File: src/rtl/dma_pkg.sv
// Shared constants and enums for the DMA channel arbiter.
package dma_pkg;

    localparam int unsigned DMA_N_CHANNELS = 4;
    localparam int unsigned DMA_CHANNEL_W  = $clog2(DMA_N_CHANNELS);

    typedef enum logic {
        ARB_FIXED = 1'b0,
        ARB_RR    = 1'b1
    } arb_mode_e;

    typedef enum logic {
        ARB_IDLE = 1'b0,
        ARB_OWN  = 1'b1
    } arb_state_e;

endpackage

File: src/rtl/dma_rr_pick.sv
// Combinational circular first-one search starting at start_i, with per-channel exclusion.
module dma_rr_pick
    import dma_pkg::*;
#(
    parameter int unsigned N_CHANNELS = DMA_N_CHANNELS,
    parameter int unsigned CHANNEL_W  = DMA_CHANNEL_W
) (
    input  logic [N_CHANNELS-1:0] req_i,
    input  logic [CHANNEL_W-1:0]  start_i,
    input  logic [N_CHANNELS-1:0] excl_i,
    output logic [CHANNEL_W-1:0]  idx_o,
    output logic                  found_o
);

    logic [N_CHANNELS-1:0] w_masked;

    assign w_masked = req_i & ~excl_i;

    always_comb begin
        int unsigned cand;
        cand    = 0;
        idx_o   = '0;
        found_o = 1'b0;
        for (int unsigned k = 0; k < N_CHANNELS; k++) begin
            cand = 32'(start_i) + k;
            if (cand >= N_CHANNELS) begin
                cand = cand - N_CHANNELS;
            end
            if (!found_o && w_masked[CHANNEL_W'(cand)]) begin
                found_o = 1'b1;
                idx_o   = CHANNEL_W'(cand);
            end
        end
    end

endmodule

File: src/rtl/dma_channel_arbiter_rr.sv
// DMA channel arbiter: fixed-priority or round-robin grant of the transfer engine, with
// burst-locked ownership released on done, request withdrawal or beat-quantum expiry.
module dma_channel_arbiter_rr
    import dma_pkg::*;
#(
    parameter int unsigned N_CHANNELS = DMA_N_CHANNELS,
    parameter int unsigned QUANTUM    = 16,
    parameter int unsigned CHANNEL_W  = $clog2(N_CHANNELS),
    parameter int unsigned CNT_W      = (QUANTUM == 0) ? 1 : $clog2(QUANTUM + 1)
) (
    input  logic                  clk_i,
    input  logic                  rst_ni,
    input  logic [N_CHANNELS-1:0] req_i,
    input  logic [N_CHANNELS-1:0] ch_en_i,
    input  logic                  mode_i,
    input  logic                  beat_i,
    input  logic                  done_i,
    output logic [N_CHANNELS-1:0] grant_o,
    output logic [CHANNEL_W-1:0]  grant_idx_o,
    output logic                  grant_valid_o,
    output logic                  preempt_o
);

    localparam logic [CNT_W-1:0]      CNT_LAST = CNT_W'((QUANTUM == 0) ? 0 : QUANTUM - 1);
    localparam logic [CNT_W-1:0]      CNT_SAT  = CNT_W'(QUANTUM);
    localparam logic [CHANNEL_W-1:0]  IDX_LAST = CHANNEL_W'(N_CHANNELS - 1);
    localparam logic [N_CHANNELS-1:0] ONE      = N_CHANNELS'(1);

    arb_state_e            r_state, w_state_d;
    logic [N_CHANNELS-1:0] r_grant, w_grant_d;
    logic [CHANNEL_W-1:0]  r_idx, w_idx_d;
    logic                  r_valid, w_valid_d;
    logic                  r_preempt, w_preempt_d;
    logic [CNT_W-1:0]      r_cnt, w_cnt_d;
    logic [CHANNEL_W-1:0]  r_ptr, w_ptr_d;

    logic [N_CHANNELS-1:0] w_eff;
    logic [N_CHANNELS-1:0] w_owner_onehot;
    logic [N_CHANNELS-1:0] w_excl;
    logic                  w_owner_req;
    logic                  w_quantum_hit;
    logic                  w_preempt_rel;
    logic                  w_release;
    logic                  w_others;
    logic                  w_arb;
    arb_mode_e             w_mode;
    logic [CHANNEL_W-1:0]  w_start;
    logic [CHANNEL_W-1:0]  w_pick_idx;
    logic                  w_pick_found;

    assign w_eff          = req_i & ch_en_i;
    assign w_owner_onehot = ONE << r_idx;
    assign w_owner_req    = w_eff[r_idx];
    assign w_quantum_hit  = (QUANTUM != 0) && beat_i && (r_cnt == CNT_LAST);
    assign w_release      = done_i || !w_owner_req || w_quantum_hit;
    assign w_others       = |(w_eff & ~w_owner_onehot);

    // Only a genuine quantum expiry preempts: done or a dropped request take precedence.
    assign w_preempt_rel  = (r_state == ARB_OWN) && w_quantum_hit && !done_i && w_owner_req;
    assign w_excl         = (w_preempt_rel && w_others) ? w_owner_onehot : '0;

    assign w_mode  = arb_mode_e'(mode_i);
    assign w_start = (w_mode == ARB_RR) ? ((r_ptr == IDX_LAST) ? '0 : r_ptr + CHANNEL_W'(1))
                                        : '0;

    dma_rr_pick #(
        .N_CHANNELS(N_CHANNELS),
        .CHANNEL_W (CHANNEL_W)
    ) u_pick (
        .req_i  (w_eff),
        .start_i(w_start),
        .excl_i (w_excl),
        .idx_o  (w_pick_idx),
        .found_o(w_pick_found)
    );

    always_comb begin
        w_state_d   = r_state;
        w_grant_d   = r_grant;
        w_idx_d     = r_idx;
        w_valid_d   = r_valid;
        w_preempt_d = 1'b0;
        w_cnt_d     = r_cnt;
        w_ptr_d     = r_ptr;
        w_arb       = 1'b0;

        unique case (r_state)
            ARB_IDLE: w_arb = 1'b1;
            ARB_OWN: begin
                if (w_release) begin
                    w_arb = 1'b1;
                end else if (beat_i && (r_cnt != CNT_SAT)) begin
                    w_cnt_d = r_cnt + CNT_W'(1);
                end
            end
        endcase

        if (w_arb) begin
            if (w_pick_found) begin
                w_state_d   = ARB_OWN;
                w_grant_d   = ONE << w_pick_idx;
                w_idx_d     = w_pick_idx;
                w_valid_d   = 1'b1;
                w_cnt_d     = '0;
                w_preempt_d = w_preempt_rel;
                if (w_mode == ARB_RR) begin
                    w_ptr_d = w_pick_idx;
                end
            end else begin
                w_state_d = ARB_IDLE;
                w_grant_d = '0;
                w_idx_d   = '0;
                w_valid_d = 1'b0;
                w_cnt_d   = '0;
            end
        end
    end

    always_ff @(posedge clk_i or negedge rst_ni) begin
        if (!rst_ni) begin
            r_state   <= ARB_IDLE;
            r_grant   <= '0;
            r_idx     <= '0;
            r_valid   <= 1'b0;
            r_preempt <= 1'b0;
            r_cnt     <= '0;
            r_ptr     <= IDX_LAST;
        end else begin
            r_state   <= w_state_d;
            r_grant   <= w_grant_d;
            r_idx     <= w_idx_d;
            r_valid   <= w_valid_d;
            r_preempt <= w_preempt_d;
            r_cnt     <= w_cnt_d;
            r_ptr     <= w_ptr_d;
        end
    end

    assign grant_o       = r_grant;
    assign grant_idx_o   = r_idx;
    assign grant_valid_o = r_valid;
    assign preempt_o     = r_preempt;

endmodule

File: config.mk
export PLATFORM = sky130hd
export DESIGN_NAME = dma_channel_arbiter_rr
export DESIGN_NICKNAME = d
export VERILOG_FILES = /design/src/rtl/dma_pkg.sv /design/src/rtl/dma_rr_pick.sv /design/src/rtl/dma_channel_arbiter_rr.sv
export SDC_FILE = /design/constraint.sdc
export NUM_CORES = 1
export LEC_CHECK = 0
export BUFFER_PORTS_ARGS = -buffer_cell sky130_fd_sc_hd__buf_2
export CAP_MARGIN = 10
export CORE_ASPECT_RATIO = 1.2
export CORE_MARGIN = 4
export CORE_UTILIZATION = 48
export DETAILED_ROUTE_END_ITERATION = 8
export PLACE_DENSITY = 0.71
export SLEW_MARGIN = 20
export SYNTH_ARGS = -nofsm -noshare
export SYNTH_HDL_FRONTEND = slang
export SYNTH_SLANG_ARGS = --single-unit
File: constraint.sdc
create_clock -name clk_i -period 3 [get_ports clk_i]
set_input_delay 0.9 -clock clk_i [delete_from_list [all_inputs] [get_ports clk_i]]
set_output_delay 0.9 -clock clk_i [all_outputs]
set_load 0.02 [all_outputs]
==> impl_metrics.yaml <==
sta:
  skew_ns: 0.00190
  tns_ns: 0
  finalSetupViolCount: 0
  finalMaxSlewViolations: 0
  fmax_mhz: 376
  period_needed_ns: 2.66
  period_share_pct: 88.6
  rsz0062_at_grt: "no"
  worstMarginPinSlew_ns: 0.521
  hold_viol_final: 0
  relSlewSlack_pct: 64.9
pwr:
  peakVddDrop_v: 0.000310
  leakage_uw: 0.000559
  cellPowerDensity_nw_per_um2: 477
  switchingPower_uw: 231
  comb_power_share_pct: 35.0
  netSwitchingFraction_pct: 38.0
  p_int_uw: 377
  power_frac_clock_pct: 19.1
  p_seq_share_pct: 45.9
flow_run:
  maxCapViolCount: 0
cts:
  hold_buffers: 0
  insertion_delay_ns: 0.28
  cts_setup_buffers: 0
  root_buffer: "clkbuf_4"
  cts_buffers: 3
  clk_pin_slew_worst_paths_ns: 0.09
  cts_htree_levels: 1
  ctsResizeCount: 0
  cts_sinks: 15
  cts_tree: "done"
  cts_buffer_depth: 2
place:
  hpwl_mm: 1.86
  place.port_buffers: 20
  place_inst: 165
  place_congestion: 0.872
floorplan:
  die_w_um: 51.7
  core.rowCount: 18
  io_pins: 21
  dieArea_um2: 3130
  core_um2: 2120
  start_util_pct: 52.0
  chipHeight_um: 60.5
worst_setup_path:
  slowest_stage: "a311oi_4"
  cp_common_cell: "ha_1"
  reg2reg_setup_slack_ns: 0.34
  reg2reg_depth: 9
  critPathLaunch: "r_cnt[0]"
  critPathKind: "register to register"
  critical_path_arrival_ns: 2.83
  path_max_fanout: 9
  r2r_end: "grant_idx_o[0]"
  start_kind: "register"
  required_ns: 3.17
  r2r-start: "r_cnt[0]"
  endpoint_kind: "register"
  path_cells: "ha_1 -> and3_1 -> ha_1 -> nand4b_4 -> a311oi_4 -> nor3_1 -> a311oi_2 -> nand4_2 -> mux2_2"
  slowest_delay_ns: 0.43
cells_and_area:
  layout.cells.non_filler: 169
  fillCellCount: 198
  diodes: 0
  drive_gt1_share_pct: 28.1
  nets: 156
  syn_to_final_growth_pct: 15.7
synthesis:
  async_reset_ff_share_pct: 100
  synthCells: 114
  synth_seq_cells: 15
  synth-edff-count: 0
  synthFlopType: "dfrtp_1"
  synth_seq_area_share_pct: 34.3
  ys_warn_count: 0
  syn_area_um2: 1100
  synth_area_leader_cell: "dfrtp_1"
  ys_top_cells_by_area: "dfrtp_1 30%, nand2_1 6.1%, dfstp_2 4.8%, nor2_1 3.8%, ha_1 3.4%"
  ys_types: 45
  synth_top_area_share_pct: 29.5
  syn_area_per_cell_um2: 9.66
  syn_nets: 130
grt:
  grt_use_total_pct: 16.7
  use_met2_pct: 26.7
  top_usage_layer: "met2"
  grt_pass1_vias: 933
  use_met3_pct: 4.18
  grt_pass1_wl_mm: 4.00
  antenna_found_initial: 0
  grt_overflow_total: 0
  grt_max_degree: 16
  use_met1_pct: 23.2
routing:
  route.detailed.drc: 0
  vias_per_cell: 5.79
  routed_wl_mm: 2.36
  drtAntennaViolNets: 0
  first_pass_iters: 4
  vias: 979
  dr.first_iter.drc_count: 37
  wl_per_cell_um: 13.9
min_path:
  min_path_type: "primary input to asynchronous set/reset pin"
outcome:
  run_status: "completed"
==> cells in the final DEF, fill, tap and decap left out, drive strengths merged, types with 4 or more instances in the layout <==
cell | synthesis | routed
inv | 5 | 5
nor3 | 5 | 5
dfrtp | 13 | 13
nor2 | 11 | 11
buf | 0 | 21
nand2b | 5 | 5
and2 | 4 | 4
nand2 | 19 | 19
==> through the flow <==
step / utilization (%) / cell area, µm² / setup slack [ns] / total power [µW] / hold WS (ns)
detailed placement: 58.9 / 1250 / 0.263 / 496 / 0.480
CTS: 60.2 / 1270 / 0.337 / 614 / 0.502
global route: 60.2 / 1270 / 0.150 / 650 / 0.507
floorplan: - / 1100 / 0.541 / 424 / 0.520
global placement: 58.9 / 1250 / 0.256 / 492 / 0.467
finish: 60.2 / 1270 / 0.343 / 608 / 0.498
==> state kept, by name, summed over array words and instances (netlist names) <==
signal	count
preempt_o	1
grant_idx_o	2
grant_o	4
r_ptr	2
grant_valid_o	1
r_cnt	5
==> power by group through the flow <==
stage               clock network [µW]  registers [µW]  logic (µW)
detailed placement                   0             283         213
floorplan                            0             300         124
CTS                                121             279         214
finish                             116             279         213
global placement                     0             282         210
global route                       131             286         233
==> worst max-delay path, delay by kind of cell, from the launching register on <==
family	cells	cell delay (ns)
compound gates	2	0.71
simple gates	4	0.72
fa+ha+maj	2	0.40
mux	1	0.31
flops	1	0.42
==> cell type report <==
class	instances	area [µm²]	share of cell area, %
inverters	5	18.8	1.47
repair buffers	21	108	8.45
multi-input cells	94	704	55.3
flip-flops and latches	15	378	29.7
clock inverters	1	5.00	0.393
well taps	30	37.5	2.95
clock buffers	3	22.5	1.77
==> logic make-up after synthesis <==
logic type                 synth area share (%)
AOI/OAI and AO/OA                          25.3
xor gates and xnor gates                   2.39
adders and majority gates                  3.41
and+or+nand+nor                            26.8
DFF                                        34.3
buffers and inverters                      1.70
muxes                                      6.02
==> layer usage <==
layer / up-vias / wire, µm
met1: 456 / 1090
met2: 32 / 1100
met4: 0 / 29
met5: - / 0
met3: 4 / 138
li1: 487 / -
==> synth_stat cells, types with 2 or more instances <==
cell type  instances
o21ai_0            3
a222oi_1           3
dfstp_2            2
nand2_1           18
dfrtp_1           13
nand4_1            2
mux2_2             3
nor2_1            11
nand2b_1           5
nor3_1             5
xor2_1             2
o31ai_1            3
ha_1               3
a21oi_1            3
inv_1              5
and2_1             4
==> how the worst max path moves through the flow <==
stage | endpoint | cells after the start | slack [ns]
2_1_floorplan | r_ptr[0] | 6 | 0.54
3_5_place_dp | r_ptr[0] | 7 | 0.26
5_1_grt | r_ptr[1] | 9 | 0.15
4_1_cts | r_ptr[0] | 9 | 0.34
3_3_place_gp | r_ptr[0] | 7 | 0.26
6_report | grant_idx_o[0] | 9 | 0.34
No activity file was read; power rests on OpenSTA's default activity.
